## src/rtl/midi_pkg.sv

```systemverilog
// Shared definitions for the MIDI transmit path.
//   - status-nibble constants for channel-voice messages
//   - MIDI_BAUD line rate
//   - msg_len(): bytes on the wire for a status nibble (0 = reject)
//   - FSM state enums for the message sequencer and the byte serializer
package midi_pkg;

  localparam int MIDI_BAUD = 31_250;

  localparam logic [3:0] NOTE_OFF = 4'h8;
  localparam logic [3:0] NOTE_ON  = 4'h9;
  localparam logic [3:0] POLY_AT  = 4'hA;
  localparam logic [3:0] CC       = 4'hB;
  localparam logic [3:0] PROG     = 4'hC;
  localparam logic [3:0] CHAN_AT  = 4'hD;
  localparam logic [3:0] PITCH    = 4'hE;

  // Message sequencer: LOAD picks the first byte (running-status skip),
  // START hands it to the serializer, SEND feeds the remaining bytes.
  typedef enum logic [2:0] {
    MS_IDLE,
    MS_LOAD,
    MS_START,
    MS_SEND,
    MS_ERR
  } msg_state_e;

  // 8N1 serializer phases.
  typedef enum logic [1:0] {
    TX_IDLE,
    TX_START,
    TX_DATA,
    TX_STOP
  } tx_state_e;

  function automatic logic [1:0] msg_len(input logic [3:0] status);
    case (status)
      NOTE_OFF, NOTE_ON, POLY_AT, CC, PITCH: msg_len = 2'd3;
      PROG, CHAN_AT:                         msg_len = 2'd2;
      default:                               msg_len = 2'd0;
    endcase
  endfunction

endpackage

```

## src/rtl/uart_byte_tx.sv

```systemverilog
// 8N1 byte serializer, LSB first, BIT_CYCLES clocks per bit.
// Ports:
//   clk_in, rst_in   clock, async active-low reset
//   byte_in/valid_in byte request; taken when valid_in && ready_out
//   ready_out        idle, or in the last cycle of a stop bit so the next
//                    start bit follows with no gap
//   done_out         high in the last cycle of the stop bit
//   tx_out           registered line output, idle high
module uart_byte_tx
  import midi_pkg::*;
#(
  parameter int BIT_CYCLES = 3200
) (
  input  logic       clk_in,
  input  logic       rst_in,
  input  logic [7:0] byte_in,
  input  logic       valid_in,
  output logic       ready_out,
  output logic       done_out,
  output logic       tx_out
);

  localparam int CW = (BIT_CYCLES > 1) ? $clog2(BIT_CYCLES) : 1;
  localparam logic [CW-1:0] LAST = CW'(BIT_CYCLES - 1);

  tx_state_e      r_state, w_state_nxt;
  logic [CW-1:0]  r_cnt;
  logic [2:0]     r_bit;
  logic [7:0]     r_shift;
  logic           r_tx;
  logic           w_bit_end, w_take;

  assign w_bit_end = (r_cnt == LAST);
  assign done_out  = (r_state == TX_STOP) && w_bit_end;
  assign ready_out = (r_state == TX_IDLE) || done_out;
  assign w_take    = valid_in && ready_out;
  assign tx_out    = r_tx;

  always_comb begin
    w_state_nxt = r_state;
    case (r_state)
      TX_IDLE:  if (w_take) w_state_nxt = TX_START;
      TX_START: if (w_bit_end) w_state_nxt = TX_DATA;
      TX_DATA:  if (w_bit_end && r_bit == 3'd7) w_state_nxt = TX_STOP;
      TX_STOP:  if (w_bit_end) w_state_nxt = w_take ? TX_START : TX_IDLE;
      default:  w_state_nxt = TX_IDLE;
    endcase
  end

  always_ff @(posedge clk_in or negedge rst_in) begin
    if (!rst_in) begin
      r_state <= TX_IDLE;
      r_cnt   <= '0;
      r_bit   <= '0;
      r_shift <= '0;
      r_tx    <= 1'b1;
    end else begin
      r_state <= w_state_nxt;
      if (w_take) begin
        r_shift <= byte_in;
        r_cnt   <= '0;
        r_bit   <= '0;
        r_tx    <= 1'b0;
      end else begin
        case (r_state)
          TX_IDLE: begin
            r_cnt <= '0;
            r_tx  <= 1'b1;
          end
          TX_START: begin
            r_cnt <= w_bit_end ? '0 : r_cnt + 1'b1;
            if (w_bit_end) r_tx <= r_shift[0];
          end
          TX_DATA: begin
            r_cnt <= w_bit_end ? '0 : r_cnt + 1'b1;
            if (w_bit_end) begin
              r_bit   <= r_bit + 3'd1;
              r_shift <= r_shift >> 1;
              // after bit 7 the line goes to the stop level
              r_tx    <= (r_bit == 3'd7) ? 1'b1 : r_shift[1];
            end
          end
          TX_STOP: begin
            r_cnt <= w_bit_end ? '0 : r_cnt + 1'b1;
            r_tx  <= 1'b1;
          end
          default: r_tx <= 1'b1;
        endcase
      end
    end
  end

endmodule

```

## src/rtl/midi_writer.sv

```systemverilog
// MIDI transmit path: one channel-voice message per handshake, sent as
// 8N1 frames at BAUD_RATE with optional running-status compression.
// Ports:
//   clk_in, rst_in            clock, async active-low reset
//   status_in, channel_in     message type nibble and channel
//   data_byte1_in/2_in        data bytes (bit 7 forced to 0 on the wire)
//   valid_in / ready_out      request handshake
//   tx_wire_out               UART line, idle high
//   busy_out                  high while a message is being sent
//   error_out                 one-cycle pulse on a rejected status nibble
module midi_writer
  import midi_pkg::*;
#(
  parameter int CLK_FREQ       = 100_000_000,
  parameter int BAUD_RATE      = MIDI_BAUD,
  parameter bit RUNNING_STATUS = 1'b1
) (
  input  logic       clk_in,
  input  logic       rst_in,
  input  logic [3:0] status_in,
  input  logic [3:0] channel_in,
  input  logic [7:0] data_byte1_in,
  input  logic [7:0] data_byte2_in,
  input  logic       valid_in,
  output logic       ready_out,
  output logic       tx_wire_out,
  output logic       busy_out,
  output logic       error_out
);

  localparam int BIT_CYCLES = CLK_FREQ / BAUD_RATE;

  msg_state_e      r_state, w_state_nxt;
  logic [2:0][7:0] r_bytes;     // [0]=status, [1]/[2]=data
  logic [1:0]      r_idx;       // byte currently on the wire
  logic [1:0]      r_last_idx;  // index of the final byte
  logic [7:0]      r_rs;        // last status byte sent
  logic            r_rs_vld;
  logic            r_live;      // holds ready low until the first edge out of reset
  logic            w_accept, w_rs_hit;
  logic            w_tx_vld, w_tx_rdy, w_tx_done;
  logic [7:0]      w_tx_byte;
  logic [1:0]      w_len;

  assign w_len     = msg_len(status_in);
  assign ready_out = r_live && (r_state == MS_IDLE);
  assign w_accept  = valid_in && ready_out;
  assign busy_out  = (r_state == MS_LOAD) || (r_state == MS_START) || (r_state == MS_SEND);
  assign error_out = (r_state == MS_ERR);
  assign w_rs_hit  = RUNNING_STATUS && r_rs_vld && (r_rs == r_bytes[0]);

  always_comb begin
    w_state_nxt = r_state;
    w_tx_vld    = 1'b0;
    w_tx_byte   = r_bytes[r_idx];
    case (r_state)
      MS_IDLE:  if (w_accept) w_state_nxt = (w_len == 2'd0) ? MS_ERR : MS_LOAD;
      MS_LOAD:  w_state_nxt = MS_START;
      MS_START: begin
        w_tx_vld = 1'b1;
        if (w_tx_rdy) w_state_nxt = MS_SEND;
      end
      MS_SEND: begin
        if (w_tx_done) begin
          if (r_idx == r_last_idx) begin
            w_state_nxt = MS_IDLE;
          end else begin
            // next byte is handed over in the last stop cycle: no gap
            w_tx_vld  = 1'b1;
            w_tx_byte = r_bytes[r_idx + 2'd1];
          end
        end
      end
      MS_ERR:   w_state_nxt = MS_IDLE;
      default:  w_state_nxt = MS_IDLE;
    endcase
  end

  always_ff @(posedge clk_in or negedge rst_in) begin
    if (!rst_in) begin
      r_state    <= MS_IDLE;
      r_live     <= 1'b0;
      r_bytes    <= '0;
      r_idx      <= '0;
      r_last_idx <= '0;
      r_rs       <= '0;
      r_rs_vld   <= 1'b0;
    end else begin
      r_live  <= 1'b1;
      r_state <= w_state_nxt;
      if (w_accept) begin
        r_bytes[0] <= {status_in, channel_in};
        r_bytes[1] <= data_byte1_in & 8'h7F;
        r_bytes[2] <= data_byte2_in & 8'h7F;
        r_last_idx <= w_len - 2'd1;
      end
      if (r_state == MS_LOAD) begin
        if (w_rs_hit) begin
          r_idx <= 2'd1;
        end else begin
          r_idx    <= 2'd0;
          r_rs     <= r_bytes[0];
          r_rs_vld <= 1'b1;
        end
      end
      if (r_state == MS_SEND && w_tx_done && r_idx != r_last_idx)
        r_idx <= r_idx + 2'd1;
    end
  end

  uart_byte_tx #(
    .BIT_CYCLES (BIT_CYCLES)
  ) u_tx (
    .clk_in    (clk_in),
    .rst_in    (rst_in),
    .byte_in   (w_tx_byte),
    .valid_in  (w_tx_vld),
    .ready_out (w_tx_rdy),
    .done_out  (w_tx_done),
    .tx_out    (tx_wire_out)
  );

endmodule

```

## config.mk

```make
export PLATFORM = sky130hd
export DESIGN_NAME = midi_writer
export DESIGN_NICKNAME = d
export VERILOG_FILES = /design/src/rtl/midi_pkg.sv /design/src/rtl/uart_byte_tx.sv /design/src/rtl/midi_writer.sv
export SDC_FILE = /design/constraint.sdc
export NUM_CORES = 1
export LEC_CHECK = 0
export BUFFER_PORTS_ARGS = -buffer_cell sky130_fd_sc_hd__clkbuf_2
export CORE_UTILIZATION = 46
export DETAILED_ROUTE_END_ITERATION = 10
export GPL_TIMING_DRIVEN = 0
export PLACE_DENSITY_LB_ADDON = 0.3
export SYNTH_ARGS = -nofsm -noshare
export SYNTH_HDL_FRONTEND = slang
export SYNTH_SLANG_ARGS = --single-unit
export TNS_END_PERCENT = 30
```

## constraint.sdc

```tcl
create_clock -name clk_in -period 6.1 [get_ports clk_in]
set_input_delay 0.61 -clock clk_in [delete_from_list [all_inputs] [get_ports clk_in]]
set_output_delay 0.61 -clock clk_in [all_outputs]
set_load 0.005 [all_outputs]
```

# Word-level counts from Yosys, hierarchy flattened
# Index checks and enable logic that the tools add are counted.
[totals] register_bits=65 in_bits=27
[classes] addsub=4 n_reduce_logical=26 order_cmp=2 n_eq_ne=29 n_bitwise=1 n_mux=40
[ops] op="$mux 8" n=8
[ops] op="$bmux 8 s2" n=2
[ops] op="$eq 4x4->1 const B" n=7
[ops] op="$mux 12" n=2
[ops] op="$mux 3" n=8
[ops] op="$pmux 12 s2" n=1
[ops] op="$add 12x1->12 const B" n=1
[ops] op="$eq 12x12->1 const B" n=1
[ops] op="$mux 2" n=6
[ops] op="$ne 2x1->1 const B" n=6
[ops] op="$pmux 3 s4" n=1
[ops] op="$eq 8x8->1" n=1
[ops] op="$logic_and 1x1->1" n=8
[ops] op="$mux 1" n=8
[ops] op="$pmux 2 s4" n=1
[ops] op="$reduce_and 4->1" n=2
[ops] op="$eq 3x2->1 const B" n=2
[ops] op="$eq 3x3->1 const B" n=2
[ops] op="$lt 2x3->1 const B" n=2
[ops] op="$ne 3x1->1 const B" n=2
[ops] op="$reduce_and 2->1" n=3
[ops] op="$reduce_bool 2->1" n=3
[ops] op="$reduce_or 5->1" n=1
[ops] op="$eq 2x2->1 const B" n=2
[ops] op="other kinds (17)" n=22

# Longest topological paths before layout
# Gate-level depths: netlist of run 1.
[depth] ltp_word=8 ltp_mapped=9

# Modules after synthesis
# Synthesis of run 1 repeated with hierarchy kept, for this count alone.
[unflattened] hier_cells=314 hier_area_um2=3507.1
[modules_own_cells] mod="midi_writer" seq_area_each_um2=975.9 n_inst=1 cells_each=179 area_each_um2=2004.4
[modules_own_cells] mod="uart_byte_tx" seq_area_each_um2=651.9 n_inst=1 cells_each=135 area_each_um2=1502.7

# Least setup slack after synthesis of run 1
# OpenSTA, ideal clock, no wires.
[synth_timing] path_type="register -> register" startpoint="register u_tx.r_cnt[0]" endpoint="register u_tx.r_shift[0]" setup_ps=129 arrival_time_ps=1811 required_ps=5971 period_less_slack_ps=1941 setup_slack_ps=4159 path_stages_with_launch=9 path_cell_list="dfrtp_1 ha_1 nand3_2 nor4_4 and3b_1 buf_6 mux2_1 a22oi_1 a31oi_1"
[synth_via] elab_chain_cells=7
[synth_rtl] item="start, declared" line_no="uart_byte_tx.sv:27" rtl="logic [CW-1:0] r_cnt;"
[synth_rtl] item="start signal, assigned" line_no="uart_byte_tx.sv:71" rtl="r_cnt <= w_bit_end ? '0 : r_cnt + 1'b1;"
[synth_rtl] item="start signal, assigned" line_no="uart_byte_tx.sv:75" rtl="r_cnt <= w_bit_end ? '0 : r_cnt + 1'b1;"
[synth_rtl] item="start signal, assigned" line_no="uart_byte_tx.sv:84" rtl="r_cnt <= w_bit_end ? '0 : r_cnt + 1'b1;"
[synth_rtl] item="$eq 12x12->1 (*)" line_no="uart_byte_tx.sv:33" rtl="assign w_bit_end = (r_cnt == LAST);"
[synth_rtl] item="$logic_and 1x1->1" line_no="uart_byte_tx.sv:34" rtl="assign done_out = (r_state == TX_STOP) && w_bit_end;"
[synth_rtl] item="$mux 1" line_no="midi_writer.sv:64" rtl="if (w_tx_done) begin"
[synth_rtl] item="$pmux 1 s2" line_no="midi_writer.sv:56" rtl="case (r_state)"
[synth_rtl] item="$logic_and 1x1->1" line_no="uart_byte_tx.sv:36" rtl="assign w_take = valid_in && ready_out;"
[synth_rtl] item="$reduce_bool 2->1 (no line)"
[synth_rtl] item="$reduce_and 2->1 (no line)"
[synth_rtl] item="end signal, assigned" line_no="uart_byte_tx.sv:60" rtl="r_shift <= byte_in;"
[synth_rtl] item="end signal, assigned" line_no="uart_byte_tx.sv:78" rtl="r_shift <= r_shift >> 1;"
[synth_rtl] item="end, declared" line_no="uart_byte_tx.sv:29" rtl="logic [7:0] r_shift;"
# Mark *: on every way between the ends. The rest lies on a longest branch, timed or not.
# A chain may end at the register's enable or synchronous reset.

# Worst setup path in the final report of run 1
[layout_timing] startpoint="register u_tx.r_cnt[0]" endpoint="register u_tx.r_state[1]"
[layout_via] elab_chain_cells=7
[layout_rtl] item="$eq 12x12->1 (*)" line_no="uart_byte_tx.sv:33"
[layout_rtl] item="$logic_and 1x1->1" line_no="uart_byte_tx.sv:34"
[layout_rtl] item="$mux 1" line_no="midi_writer.sv:64"
[layout_rtl] item="$pmux 1 s2" line_no="midi_writer.sv:56"
[layout_rtl] item="$logic_and 1x1->1" line_no="uart_byte_tx.sv:36"
[layout_rtl] item="$ne 2x1->1 (no line)"
[layout_rtl] item="$reduce_and 4->1 (no line) (*)"
[layout_rtl] item="end signal, assigned" line_no="uart_byte_tx.sv:58" rtl="r_state <= w_state_nxt;"
[layout_rtl] item="end, declared" line_no="uart_byte_tx.sv:26" rtl="tx_state_e r_state, w_state_nxt;"
# Marks and branches as above.

==> run_summary.xml, run 1 <==
<?xml version="1.0" encoding="UTF-8"?>
<metrics>
  <group name="global_routing">
    <metric name="antenna_found_initial" unit="">0</metric>
    <metric name="grt_start_max_net_pins" unit="">66</metric>
    <metric name="first_global_vias" unit="">2436</metric>
    <metric name="grt_overflow_total" unit="">0</metric>
    <metric name="global_route_wire_length_before_repair" unit="µm">11500</metric>
    <metric name="global_route_usage_over_all_layers" unit="%">19.6</metric>
  </group>
  <group name="synth">
    <metric name="postSynthNetCount" unit="">354</metric>
    <metric name="cell_area_after_technology_mapping" unit="µm²">3430</metric>
    <metric name="synth-edff-count" unit="">0</metric>
    <metric name="synthesized_area_per_cell" unit="µm²">10.8</metric>
    <metric name="yosys_register_bits" unit="">65</metric>
    <metric name="yosysSeqAreaShare" unit="%">47.4</metric>
    <metric name="post_synth_inst_count" unit="">318</metric>
    <metric name="async_reset_ff_share" unit="%">100</metric>
    <metric name="yosysWarnings" unit="">0</metric>
    <metric name="dominantRegCellSynth" unit="">sky130_fd_sc_hd__dfrtp_1</metric>
    <metric name="post_synth_num_cell_types" unit="">48</metric>
  </group>
  <group name="sta">
    <metric name="final-setup-viol-count" unit="">0</metric>
    <metric name="skew" unit="ns">0.0114</metric>
    <metric name="final_hold_fails" unit="">0</metric>
    <metric name="finalWorstPathRequiredPeriod" unit="ns">2.20</metric>
    <metric name="timing.slew.headroom" unit="%">41.0</metric>
    <metric name="f_max" unit="GHz">0.455</metric>
    <metric name="timing.final.max_slew_violations" unit="">0</metric>
    <metric name="setup_total_negative_slack" unit="ns">0</metric>
    <metric name="setup_repair_after_global_routing_missed_its_margin" unit="">false</metric>
    <metric name="fin_crit_share" unit="%">36.0</metric>
    <metric name="max_slew.worst_pin.slew" unit="ns">0.885</metric>
  </group>
  <group name="routing">
    <metric name="routed_wire_length_per_instance" unit="µm">14.3</metric>
    <metric name="detail_route.drc_violations" unit="">0</metric>
    <metric name="postRouteAntennaNets" unit="">0</metric>
    <metric name="viasPerCell" unit="">5.27</metric>
    <metric name="initialDrtViolationCount" unit="">122</metric>
    <metric name="detail_route.first_pass.iterations" unit="">4</metric>
    <metric name="vias" unit="">2430</metric>
    <metric name="totalWireLength" unit="µm">6600</metric>
  </group>
  <group name="die">
    <metric name="die-width" unit="µm">88.4</metric>
    <metric name="die_height" unit="µm">88.4</metric>
    <metric name="core-area" unit="µm²">7250</metric>
    <metric name="initial_utilization" unit="%">47.4</metric>
    <metric name="design.die.area" unit="µm²">7820</metric>
    <metric name="row_count" unit="">31</metric>
    <metric name="num_io_pins" unit="">31</metric>
  </group>
  <group name="worst_setup_path">
    <metric name="crit_family" unit="">simple AND/OR/NAND/NOR gates</metric>
    <metric name="critical_path_depth" unit="">7</metric>
    <metric name="cp.arrival" unit="ns">2.42</metric>
    <metric name="timing.critical_path.buf_inv" unit="">1</metric>
    <metric name="crit_path_start_kind" unit="">register</metric>
    <metric name="cell_by_cell_trace_of_the_critical_path" unit="">ha_1 &gt; nand3_2 &gt; nor4_4 &gt; buf_6 &gt; nand3b_4 &gt; a31oi_1 &gt; mux2_1</metric>
    <metric name="critical_path_required" unit="ns">6.32</metric>
    <metric name="cp_max_delay_cell" unit="">sky130_fd_sc_hd__dfrtp_1</metric>
    <metric name="critical_path_class" unit="">reg2reg</metric>
    <metric name="worst_path_largest_cell_delay" unit="ns">0.39</metric>
    <metric name="critPathMaxFanout" unit="">10</metric>
    <metric name="timing.critical_path.to_type" unit="">register</metric>
    <metric name="rr_worst_depth" unit="">7</metric>
  </group>
  <group name="final_layout">
    <metric name="register_area" unit="µm²">1630</metric>
    <metric name="share_of_layout_cells_above_drive_strength_1" unit="%">27.9</metric>
    <metric name="antenna_cells" unit="">0</metric>
    <metric name="total_of_fill_cells_in_the_finished_design" unit="">677</metric>
    <metric name="layout.cells.most_common_list" unit="">sky130_fd_sc_hd__dfrtp_1, sky130_fd_sc_hd__mux2_2, sky130_fd_sc_hd__nor2_1, sky130_fd_sc_hd__nand2_1, sky130_fd_sc_hd__clkbuf_2</metric>
    <metric name="area_growth_syn_to_layout" unit="%">13.6</metric>
    <metric name="nNetsFinal" unit="">393</metric>
    <metric name="mostFrequentLayoutCell" unit="">sky130_fd_sc_hd__dfrtp_1</metric>
    <metric name="multiInputGateArea" unit="µm²">1680</metric>
  </group>
  <group name="clock_network">
    <metric name="tritoncts_num_sinks" unit="">65</metric>
    <metric name="tritoncts_buffer_count" unit="">9</metric>
    <metric name="clock_tree_from_tritoncts" unit="">done</metric>
    <metric name="postCtsResizedCells" unit="">0</metric>
    <metric name="ctsLongestPathBuffers" unit="">2</metric>
    <metric name="clk_pin_slew" unit="ns">0.07</metric>
    <metric name="cts.htree.levels" unit="">3</metric>
    <metric name="post_cts.repair.setup_buffers" unit="">0</metric>
    <metric name="root_buffer" unit="">sky130_fd_sc_hd__clkbuf_8</metric>
    <metric name="ctsHoldBuffers" unit="">0</metric>
    <metric name="clk_latency" unit="ns">0.35</metric>
  </group>
  <group name="place">
    <metric name="port_buffers" unit="">28</metric>
    <metric name="finalWeightedCongestion" unit="">0.863</metric>
    <metric name="dp_hpwl" unit="µm">4670</metric>
  </group>
  <group name="min_path">
    <metric name="hold_path_class" unit="">in2async</metric>
  </group>
  <group name="pwr">
    <metric name="total_leakage_power" unit="nW">1.87</metric>
    <metric name="vdd_ir_drop_max" unit="µV">206</metric>
    <metric name="report.power.total" unit="mW">1.51</metric>
    <metric name="power_density" unit="nW/µm²">387</metric>
  </group>
  <group name="job">
    <metric name="drv.max_cap_violation_count" unit="">0</metric>
  </group>
  <group name="run_status">
    <metric name="run_status" unit="">finished clean</metric>
  </group>
</metrics>
==> final cells by class <==
type                            instances  share of cell area [%]
Multi-Input combinational cell        230                    43.0
Timing Repair Buffer                   28                    3.66
Buffer                                 15                    2.53
Tap cell                               99                    3.17
Clock buffer                            9                    3.17
Sequential cell                        65                    41.7
Inverter                                8                   0.769
Clock inverter                          7                    1.99
==> routing by layer <==
metal,vias up,global-route usage [%],wire [µm]
li1,1202,-,-
met1,1190,23.8,2970
met2,30,34.1,3330
met3,8,5.60,234
met4,0,5.28,72
met5,-,0,0
==> flip-flops by register name (all words and copies together), names as in the netlist <==
name and cells:
r_bytes 22, r_idx 2, r_last_idx 2, r_live 1
r_rs 8, r_rs_vld 1, r_state 3, u_tx.r_bit 3
u_tx.r_cnt 12, u_tx.r_shift 8, u_tx.r_state 2, u_tx.tx_out 1
==> final timing paths <==
kind	slack, ns	from	end
max	3.90	u_tx.r_cnt[0]$_DFF_PN0_	u_tx.r_state[1]$_DFFE_PN0P_
min	0.39	rst_in	u_tx.r_cnt[7]$_DFF_PN0_
max reg2reg	3.90	u_tx.r_cnt[0]$_DFF_PN0_	u_tx.r_state[1]$_DFFE_PN0P_
min reg2reg	0.48	u_tx.tx_out$_DFFE_PN1P_	u_tx.tx_out$_DFFE_PN1P_
max in group asynchronous	5.12	rst_in	u_tx.r_shift[4]$_DFFE_PN0P_
min in group clk_in	0.48	u_tx.tx_out$_DFFE_PN1P_	u_tx.tx_out$_DFFE_PN1P_
==> report_power, final <==
group          internal, mW  total (mW)  switching, mW
Clock                 0.192       0.373          0.181
Combinational         0.230       0.461          0.231
Sequential            0.565       0.678          0.113
Total                 0.987        1.51          0.525
==> metrics by stage <==
step           hold WS [ns]  instance area [µm²]  instances  util, %  worst slack (ns)
2_1_floorplan         0.314                 3430        318        -              4.16
3_3_place_gp          0.452                 3700        445     51.0              3.97
3_5_place_dp          0.459                 3700        445     51.0              3.92
4_1_cts               0.444                 3900        461     53.8              3.90
5_1_grt               0.471                 3900        461     53.8              3.74
6_report              0.394                 3900        461     53.8              3.90
==> synthesized netlist by cell type (3+ instances only) <==
cell type	number	share of area, %
sky130_fd_sc_hd__dfrtp_1	64	47
sky130_fd_sc_hd__mux2_2	32	10
sky130_fd_sc_hd__nor2_1	30	3.3
sky130_fd_sc_hd__nand2_1	27	3.0
sky130_fd_sc_hd__xor2_1	16	4.1
sky130_fd_sc_hd__nand3_1	14	2.0
sky130_fd_sc_hd__a21oi_1	13	1.9
sky130_fd_sc_hd__a31oi_1	11	2.0
sky130_fd_sc_hd__ha_1	9	3.3
sky130_fd_sc_hd__inv_1	8	0.87
sky130_fd_sc_hd__and3_1	7	1.3
sky130_fd_sc_hd__a211oi_1	6	1.3
sky130_fd_sc_hd__o21ai_0	6	0.87
sky130_fd_sc_hd__buf_6	5	1.6
sky130_fd_sc_hd__clkbuf_1	5	0.55
sky130_fd_sc_hd__xnor2_1	5	1.3
sky130_fd_sc_hd__buf_2	4	0.58
sky130_fd_sc_hd__mux2_1	4	1.3
sky130_fd_sc_hd__mux2_4	4	1.7
sky130_fd_sc_hd__mux2i_1	4	1.2
sky130_fd_sc_hd__o22ai_1	4	0.73
sky130_fd_sc_hd__or2_2	4	0.73
sky130_fd_sc_hd__nand4_1	3	0.55
sky130_fd_sc_hd__nor2b_1	3	0.55
==> logic make-up (layout without fill, tap and decap cells) <==
kind of cell,Yosys count,count (layout),synth area share (%)
other,1,1,0.109
multiplexers,44,44,14.7
adder cells (fa/ha/maj),9,9,3.28
AO/OA/AOI/OAI,52,52,9.76
XOR/XNOR,21,21,5.36
AND/OR/NAND/NOR,103,103,15.6
buffers and inverters,23,67,3.75
flip-flops,65,65,47.4
Note: power is estimated with default switching activity, not from simulation.
==> inputs of run 2 (changes only) <==
ABC_AREA = 1   (was unset)
clock period = 2.16 ns   (was 6.1 ns; I/O delays follow)
==> run 2 against run 1 <==
- the run now ends with negative hold slack left
- wire length grew 12%
- hold slack lost 0.40 ns
- register-to-register slack lost 3.6 ns
- total power grew 55%
- cell area grew 0.58%
- clock power grew to 2.9 times the previous value
- sequential power grew 80%
- flip-flop and latch count is the same
- first-iteration DRC count grew 2.5%
- synthesized cell count grew 36%
- critical path depth grew 1
- critical path type unchanged
- critical endpoint is now u_tx.r_shift[6]$_DFFE_PN0P_
- highest routed layer unchanged
==> run_summary.xml, run 2 <==
<?xml version="1.0" encoding="UTF-8"?>
<metrics>
  <group name="run_status">
    <metric name="run_status" unit="">finished with violations</metric>
    <metric name="failed_checks" unit="">negative hold slack</metric>
  </group>
  <group name="sta">
    <metric name="setup_repair_after_global_routing_missed_its_margin" unit="">false</metric>
    <metric name="setup_total_negative_slack" unit="ns">0</metric>
    <metric name="finalWorstPathRequiredPeriod" unit="ns">1.85</metric>
    <metric name="worst_hold_slack" unit="ns">-0.00195</metric>
    <metric name="timing.slew.headroom" unit="%">41.3</metric>
    <metric name="max_slew.worst_pin.slew" unit="ns">0.881</metric>
    <metric name="skew" unit="ns">0.00962</metric>
    <metric name="f_max" unit="GHz">0.539</metric>
    <metric name="fin_crit_share" unit="%">85.8</metric>
    <metric name="final_hold_fails" unit="">1</metric>
    <metric name="final-setup-viol-count" unit="">0</metric>
    <metric name="timing.final.max_slew_violations" unit="">0</metric>
  </group>
  <group name="synth">
    <metric name="dominantRegCellSynth" unit="">sky130_fd_sc_hd__dfrtp_1</metric>
    <metric name="post_synth_num_cell_types" unit="">40</metric>
    <metric name="yosysSeqAreaShare" unit="%">47.2</metric>
    <metric name="netlist.area_leader.share" unit="%">46.4</metric>
    <metric name="cell_area_after_technology_mapping" unit="µm²">3450</metric>
    <metric name="yosysWarnings" unit="">0</metric>
    <metric name="yosysTopAreaCell" unit="">sky130_fd_sc_hd__dfrtp_1</metric>
    <metric name="ys_top_cells_by_area" unit="">sky130_fd_sc_hd__dfrtp_1, sky130_fd_sc_hd__nand2_1, sky130_fd_sc_hd__o21ai_0, sky130_fd_sc_hd__inv_1, sky130_fd_sc_hd__nand3_1</metric>
    <metric name="yosysMostFrequentCell" unit="">sky130_fd_sc_hd__nand2_1</metric>
    <metric name="synthesized_area_per_cell" unit="µm²">7.97</metric>
    <metric name="yosys_register_bits" unit="">65</metric>
    <metric name="postSynthNetCount" unit="">469</metric>
    <metric name="async_reset_ff_share" unit="%">100</metric>
    <metric name="netlist_top_cells_count" unit="">sky130_fd_sc_hd__nand2_1, sky130_fd_sc_hd__dfrtp_1, sky130_fd_sc_hd__inv_1</metric>
    <metric name="synth-edff-count" unit="">0</metric>
    <metric name="post_synth_inst_count" unit="">433</metric>
  </group>
  <group name="routing">
    <metric name="initialDrtViolationCount" unit="">125</metric>
    <metric name="totalWireLength" unit="µm">7370</metric>
    <metric name="postRouteAntennaNets" unit="">0</metric>
    <metric name="vias" unit="">2916</metric>
    <metric name="viasPerCell" unit="">5.06</metric>
    <metric name="detail_route.first_pass.iterations" unit="">4</metric>
    <metric name="routed_wire_length_per_instance" unit="µm">12.8</metric>
    <metric name="detail_route.drc_violations" unit="">0</metric>
  </group>
  <group name="global_routing">
    <metric name="grt.busiest_layer" unit="">met2</metric>
    <metric name="global_route.usage.met1" unit="%">26.9</metric>
    <metric name="grt_overflow_total" unit="">0</metric>
    <metric name="groute.layer.met3.usage" unit="%">5.22</metric>
    <metric name="first_global_vias" unit="">2785</metric>
    <metric name="global_route_wire_length_before_repair" unit="µm">12800</metric>
    <metric name="antenna_found_initial" unit="">0</metric>
    <metric name="global_route_usage_over_all_layers" unit="%">21.7</metric>
    <metric name="grt_start_max_net_pins" unit="">66</metric>
    <metric name="grtUsageMet2" unit="%">36.6</metric>
  </group>
  <group name="die">
    <metric name="core-area" unit="µm²">7250</metric>
    <metric name="row_count" unit="">31</metric>
    <metric name="num_io_pins" unit="">31</metric>
    <metric name="die-width" unit="µm">88.6</metric>
    <metric name="die_height" unit="µm">88.6</metric>
    <metric name="initial_utilization" unit="%">47.6</metric>
    <metric name="design.die.area" unit="µm²">7850</metric>
  </group>
  <group name="clock_network">
    <metric name="tritoncts_buffer_count" unit="">9</metric>
    <metric name="root_buffer" unit="">sky130_fd_sc_hd__clkbuf_8</metric>
    <metric name="ctsLongestPathBuffers" unit="">2</metric>
    <metric name="postCtsResizedCells" unit="">0</metric>
    <metric name="clk_pin_slew" unit="ns">0.07</metric>
    <metric name="cts.htree.levels" unit="">3</metric>
    <metric name="tritoncts_num_sinks" unit="">65</metric>
    <metric name="ctsHoldBuffers" unit="">0</metric>
    <metric name="post_cts.repair.setup_buffers" unit="">0</metric>
    <metric name="clk_latency" unit="ns">0.34</metric>
    <metric name="clock_tree_from_tritoncts" unit="">done</metric>
  </group>
  <group name="final_layout">
    <metric name="antenna_cells" unit="">0</metric>
    <metric name="stdcell_count" unit="">576</metric>
    <metric name="nNetsFinal" unit="">508</metric>
    <metric name="area_growth_syn_to_layout" unit="%">13.7</metric>
    <metric name="reg_top3" unit="">r_bytes: 22 flops, u_tx.r_cnt: 12 flops</metric>
    <metric name="layout.cells.most_common_list" unit="">sky130_fd_sc_hd__nand2_1, sky130_fd_sc_hd__dfrtp_1, sky130_fd_sc_hd__inv_1, sky130_fd_sc_hd__o21ai_0, sky130_fd_sc_hd__nand3_1</metric>
    <metric name="max_ffs_per_register" unit="">22</metric>
    <metric name="final_design_area_no_fill" unit="µm²">3930</metric>
    <metric name="final_core_utilization" unit="%">54.1</metric>
    <metric name="mostFrequentLayoutCell" unit="">sky130_fd_sc_hd__nand2_1</metric>
    <metric name="top_register" unit="">r_bytes</metric>
    <metric name="share_of_layout_cells_above_drive_strength_1" unit="%">13.6</metric>
  </group>
  <group name="place">
    <metric name="finalWeightedCongestion" unit="">0.843</metric>
    <metric name="placedCellCount" unit="">560</metric>
    <metric name="dp_hpwl" unit="µm">5420</metric>
    <metric name="placement.cell_area" unit="µm²">3720</metric>
    <metric name="port_buffers" unit="">28</metric>
  </group>
  <group name="worst_setup_path">
    <metric name="critPathMaxFanout" unit="">6</metric>
    <metric name="rr_worst_depth" unit="">8</metric>
    <metric name="crit_path_start_kind" unit="">register</metric>
    <metric name="cp.arrival" unit="ns">2.13</metric>
    <metric name="timing.critical_path.to_type" unit="">register</metric>
    <metric name="critical_path_class" unit="">reg2reg</metric>
    <metric name="critical_path_required" unit="ns">2.44</metric>
  </group>
  <group name="job">
    <metric name="drv.max_cap_violation_count" unit="">0</metric>
  </group>
  <group name="pwr">
    <metric name="total_leakage_power" unit="nW">2.00</metric>
    <metric name="netSwitchingFraction" unit="%">20.4</metric>
    <metric name="report.power.total" unit="mW">2.34</metric>
    <metric name="p_int" unit="mW">1.86</metric>
    <metric name="clockPowerShare" unit="%">45.8</metric>
    <metric name="power.combinational.fraction" unit="%">2.1</metric>
    <metric name="seqPwrFrac" unit="%">52.1</metric>
    <metric name="total_switching_power" unit="mW">0.478</metric>
    <metric name="vdd_ir_drop_max" unit="µV">393</metric>
    <metric name="power_density" unit="nW/µm²">596</metric>
  </group>
  <group name="min_path">
    <metric name="hold_path_class" unit="">in2async</metric>
  </group>
</metrics>
[run 2: logic make-up (layout without fill, tap and decap cells)]
group | after synthesis | count (layout) | synth area share [%]
xor gates and xnor gates | 9 | 9 | 2.28
and+or+nand+nor | 216 | 216 | 27.8
other | 1 | 1 | 0.109
DFF | 65 | 65 | 47.2
AOI/OAI and AO/OA | 72 | 72 | 11.9
buffers and inverters | 61 | 105 | 7.40
adders and majority gates | 9 | 9 | 3.26
[run 2: power groups by stage]
| stage | Clock, mW | Sequential (mW) | Combinational (mW) |
|---|---|---|---|
| finish | 1.07 | 1.22 | 0.0495 |
| global route | 1.15 | 1.22 | 0.0592 |
| CTS | 1.10 | 1.22 | 0.0517 |
| detailed placement | 0 | 1.24 | 0.0516 |
| global placement | 0 | 1.24 | 0.0506 |
| floorplan | 0 | 1.24 | 0.00376 |
[run 2: worst paths after layout]
path                                              from                           to  slack, ns
setup / recovery           u_tx.r_state[0]$_DFFE_PN0P_  u_tx.r_shift[6]$_DFFE_PN0P_       0.31
hold / removal                                  rst_in      u_tx.r_cnt[7]$_DFF_PN0_     -0.002
setup reg to reg           u_tx.r_state[0]$_DFFE_PN0P_  u_tx.r_shift[6]$_DFFE_PN0P_       0.31
hold reg to reg                   r_rs_vld$_DFFE_PN0P_         r_rs_vld$_DFFE_PN0P_       0.47
max in group asynchronous                       rst_in       r_state[0]$_DFFE_PN0P_       1.57
min in group clk_in                   data_byte2_in[0]      r_bytes[16]$_DFFE_PN0P_       0.06
[run 2: critical path, cell delays in order (launching register included)]
cell	delay [ns]
sky130_fd_sc_hd__dfrtp_1	0.45
sky130_fd_sc_hd__inv_1	0.13
sky130_fd_sc_hd__ha_1	0.21
sky130_fd_sc_hd__inv_1	0.07
sky130_fd_sc_hd__nor4_1	0.62
sky130_fd_sc_hd__nand2_1	0.10
sky130_fd_sc_hd__nand2_1	0.10
sky130_fd_sc_hd__nand2_1	0.05
sky130_fd_sc_hd__nand2_1	0.05
[run 2: through the flow]
stage / setup WS [ns] / hold slack [ns]
3_3_place_gp: 0.343 / 0.410
2_1_floorplan: 0.597 / -0.0796
3_5_place_dp: 0.335 / 0.417
5_1_grt: 0.117 / 0.0711
4_1_cts: 0.310 / 0.0472
6_report: 0.306 / -0.00195
[run 2: area by class of cell]
type / instances / area (µm²)
buffer: 8 / 55.1
clock buffer: 14 / 173
clock inverter: 2 / 35.0
fill: 730 / 3330
inverter: 53 / 200
multi-input combinational: 307 / 1570
sequential: 65 / 1630
tap: 99 / 124
timing repair buffer: 28 / 143
[run 2: routing by layer]
metal,up-vias,routed length (µm)
li1,1480,-
met3,9,308
met4,0,87
met5,-,0
met1,1372,3390
met2,55,3580
==> inputs of run 3 (changes only) <==
BUFFER_PORTS_ARGS = -buffer_cell sky130_fd_sc_hd__buf_2   (was -buffer_cell sky130_fd_sc_hd__clkbuf_2)
RECOVER_POWER = 50   (was unset)
==> run 3 against run 2 <==
- maximum frequency shrank 2.2%
- cell area is essentially flat
- the flow finishes with violations (max-capacitance violations, max-slew violations)
- global-route usage shrank 0.17 points
- hold slack gained 0.052 ns
- sequential power is essentially flat
- clock-buffer cell count shrank 3
==> run_summary.xml, run 3 (synthesized netlist as in run 2, its figures left out) <==
<?xml version="1.0" encoding="UTF-8"?>
<metrics>
  <group name="run_status">
    <metric name="run_status" unit="">finished with violations</metric>
    <metric name="failed_checks" unit="">max-capacitance violations, max-slew violations</metric>
  </group>
  <group name="place">
    <metric name="port_buffers" unit="">28</metric>
    <metric name="finalWeightedCongestion" unit="">0.842</metric>
    <metric name="setup_slack_placement" unit="ns">0.279</metric>
    <metric name="dp_hpwl" unit="µm">5450</metric>
  </group>
  <group name="sta">
    <metric name="final_hold_fails" unit="">0</metric>
    <metric name="timing.final.max_slew_violations" unit="">66</metric>
    <metric name="fin_crit_share" unit="%">87.8</metric>
    <metric name="finalWorstPathRequiredPeriod" unit="ns">1.90</metric>
    <metric name="f_max" unit="GHz">0.528</metric>
    <metric name="setup_repair_after_global_routing_missed_its_margin" unit="">false</metric>
    <metric name="max_slew.worst_pin.slew" unit="ns">1.58</metric>
    <metric name="setup_ws" unit="ns">0.264</metric>
    <metric name="setup_total_negative_slack" unit="ns">0</metric>
    <metric name="final-setup-viol-count" unit="">0</metric>
    <metric name="skew" unit="ns">0.0100</metric>
    <metric name="timing.slew.headroom" unit="%">-5.05</metric>
  </group>
  <group name="clock_network">
    <metric name="cts.htree.levels" unit="">3</metric>
    <metric name="clk_latency" unit="ns">0.35</metric>
    <metric name="root_buffer" unit="">sky130_fd_sc_hd__clkbuf_8</metric>
    <metric name="postCtsResizedCells" unit="">0</metric>
    <metric name="clock_tree_from_tritoncts" unit="">done</metric>
    <metric name="clk_pin_slew" unit="ns">0.08</metric>
    <metric name="ctsLongestPathBuffers" unit="">2</metric>
    <metric name="tritoncts_buffer_count" unit="">9</metric>
    <metric name="post_cts.repair.setup_buffers" unit="">0</metric>
    <metric name="tritoncts_num_sinks" unit="">65</metric>
  </group>
  <group name="job">
    <metric name="drv.max_cap_violation_count" unit="">1</metric>
  </group>
  <group name="global_routing">
    <metric name="global_route_usage_over_all_layers" unit="%">21.6</metric>
    <metric name="grtUsageMet2" unit="%">36.0</metric>
    <metric name="first_global_vias" unit="">2727</metric>
    <metric name="grt_start_max_net_pins" unit="">66</metric>
    <metric name="global_route_wire_length_before_repair" unit="µm">12600</metric>
    <metric name="antenna_found_initial" unit="">0</metric>
    <metric name="groute.layer.met3.usage" unit="%">5.04</metric>
    <metric name="grt.busiest_layer" unit="">met2</metric>
    <metric name="grt_overflow_total" unit="">0</metric>
    <metric name="global_route.usage.met1" unit="%">27.4</metric>
  </group>
  <group name="pwr">
    <metric name="p_int" unit="mW">1.80</metric>
    <metric name="seqPwrFrac" unit="%">53.0</metric>
    <metric name="vdd_ir_drop_max" unit="µV">364</metric>
    <metric name="power_density" unit="nW/µm²">586</metric>
    <metric name="total_switching_power" unit="mW">0.504</metric>
    <metric name="netSwitchingFraction" unit="%">21.9</metric>
    <metric name="total_leakage_power" unit="nW">1.99</metric>
    <metric name="clockPowerShare" unit="%">44.8</metric>
    <metric name="power.combinational.fraction" unit="%">2.2</metric>
  </group>
  <group name="worst_setup_path">
    <metric name="critPathMaxFanout" unit="">8</metric>
    <metric name="critical_path_class" unit="">reg2reg</metric>
    <metric name="cp.arrival" unit="ns">2.18</metric>
    <metric name="crit_path_start_kind" unit="">register</metric>
    <metric name="timing.critical_path.to_type" unit="">register</metric>
    <metric name="critical_path_required" unit="ns">2.44</metric>
  </group>
  <group name="routing">
    <metric name="detail_route.drc_violations" unit="">0</metric>
    <metric name="routed_wire_length_per_instance" unit="µm">13.0</metric>
    <metric name="initialDrtViolationCount" unit="">106</metric>
    <metric name="detail_route.first_pass.iterations" unit="">4</metric>
    <metric name="postRouteAntennaNets" unit="">0</metric>
    <metric name="totalWireLength" unit="µm">7500</metric>
    <metric name="vias" unit="">2932</metric>
    <metric name="viasPerCell" unit="">5.08</metric>
  </group>
  <group name="final_layout">
    <metric name="layout.cells.most_common_list" unit="">sky130_fd_sc_hd__nand2_1, sky130_fd_sc_hd__dfrtp_1, sky130_fd_sc_hd__inv_1, sky130_fd_sc_hd__o21ai_0, sky130_fd_sc_hd__nand3_1</metric>
    <metric name="area_growth_syn_to_layout" unit="%">13.6</metric>
    <metric name="max_ffs_per_register" unit="">22</metric>
    <metric name="register_area" unit="µm²">1630</metric>
    <metric name="reg_top3" unit="">r_bytes: 22 flops, u_tx.r_cnt: 12 flops</metric>
    <metric name="final_core_utilization" unit="%">54.1</metric>
    <metric name="multiInputGateArea" unit="µm²">1570</metric>
    <metric name="total_of_fill_cells_in_the_finished_design" unit="">712</metric>
    <metric name="nNetsFinal" unit="">509</metric>
    <metric name="antenna_cells" unit="">0</metric>
    <metric name="mostFrequentLayoutCell" unit="">sky130_fd_sc_hd__nand2_1</metric>
    <metric name="top_register" unit="">r_bytes</metric>
    <metric name="share_of_layout_cells_above_drive_strength_1" unit="%">13.8</metric>
  </group>
  <group name="die">
    <metric name="row_count" unit="">31</metric>
    <metric name="core-area" unit="µm²">7250</metric>
    <metric name="num_io_pins" unit="">31</metric>
    <metric name="initial_utilization" unit="%">47.6</metric>
    <metric name="design.die.area" unit="µm²">7850</metric>
    <metric name="die-width" unit="µm">88.6</metric>
    <metric name="die_height" unit="µm">88.6</metric>
  </group>
  <group name="min_path">
    <metric name="hold_path_class" unit="">in2reg</metric>
  </group>
</metrics>
run 3: cell count changes in the layout (fill, tap and decap cells not counted), sizes merged:
cell	previous run	this run
clkinvlp	0	2
dlygate4sd3	0	1
clkbuf	45	15
buf	5	32
clkinv	3	4
run 3: final timing paths:
kind                                      start                           to  slack (ns)  cells past startpoint
min in group asynchronous                rst_in  u_tx.r_state[1]$_DFFE_PN0P_        0.80                      2
min reg2reg                r_rs_vld$_DFFE_PN0P_         r_rs_vld$_DFFE_PN0P_        0.46                      2
min                            data_byte2_in[1]      r_bytes[17]$_DFFE_PN0P_        0.05                      3
max in group asynchronous                rst_in      r_bytes[22]$_DFFE_PN0P_        0.42                      2
max reg2reg                r_idx[0]$_DFFE_PN0P_  u_tx.r_shift[0]$_DFFE_PN0P_        0.26                      7
max                        r_idx[0]$_DFFE_PN0P_  u_tx.r_shift[0]$_DFFE_PN0P_        0.26                      7
run 3: metrics by stage:
| step | power (mW) | cell area [µm²] | hold slack [ns] | std cells |
|---|---|---|---|---|
| after floorplan | 1.25 | 3450 | -0.0796 | 433 |
| after global placement | 1.29 | 3710 | 0.410 | 560 |
| after detailed placement | 1.29 | 3720 | 0.370 | 560 |
| after CTS | 2.32 | 3920 | 0.0442 | 577 |
| after global routing | 2.37 | 3920 | 0.0589 | 577 |
| final | 2.30 | 3920 | 0.0496 | 577 |
run 3: metal layers:
| layer | vias up | part of all wire (%) |
|---|---|---|
| met5 | - | 0 |
| met4 | 0 | 1.2 |
| met3 | 8 | 3.6 |
| met2 | 52 | 49 |
| met1 | 1386 | 46 |
| li1 | 1486 | - |
run 3: final cells by class:
class,count,share of cell area [%]
buffer,8,1.40
clock buffer,11,3.61
clock inverter,5,1.40
tap,99,3.16
multi-input combinational,307,40.0
timing repair buffer,29,3.83
inverter,53,5.11
sequential,65,41.5
run 3: timing repair:
action / CTS / global route
hold buffers: 1 / 0
setup endpoints to repair: 0 / 0
endpoints found under the hold margin: 16 / 0
run 3: worst max-delay path: stages, from the launching register on:
cell                      delay [ns]
sky130_fd_sc_hd__dfrtp_1        0.46
sky130_fd_sc_hd__nor2_1         0.48
sky130_fd_sc_hd__inv_1          0.28
sky130_fd_sc_hd__o22ai_1        0.18
sky130_fd_sc_hd__a21oi_1        0.06
sky130_fd_sc_hd__o21ai_1        0.20
sky130_fd_sc_hd__nand2_1        0.10
sky130_fd_sc_hd__nand3_1        0.08
run 3: power by group through the flow:
stage                     clock network (mW)  registers, mW  logic, mW
after floorplan                            0           1.24    0.00376
after global placement                     0           1.24     0.0506
after detailed placement                   0           1.24     0.0519
after CTS                               1.05           1.22     0.0535
after global routing                    1.09           1.22     0.0591
final                                   1.03           1.22     0.0505
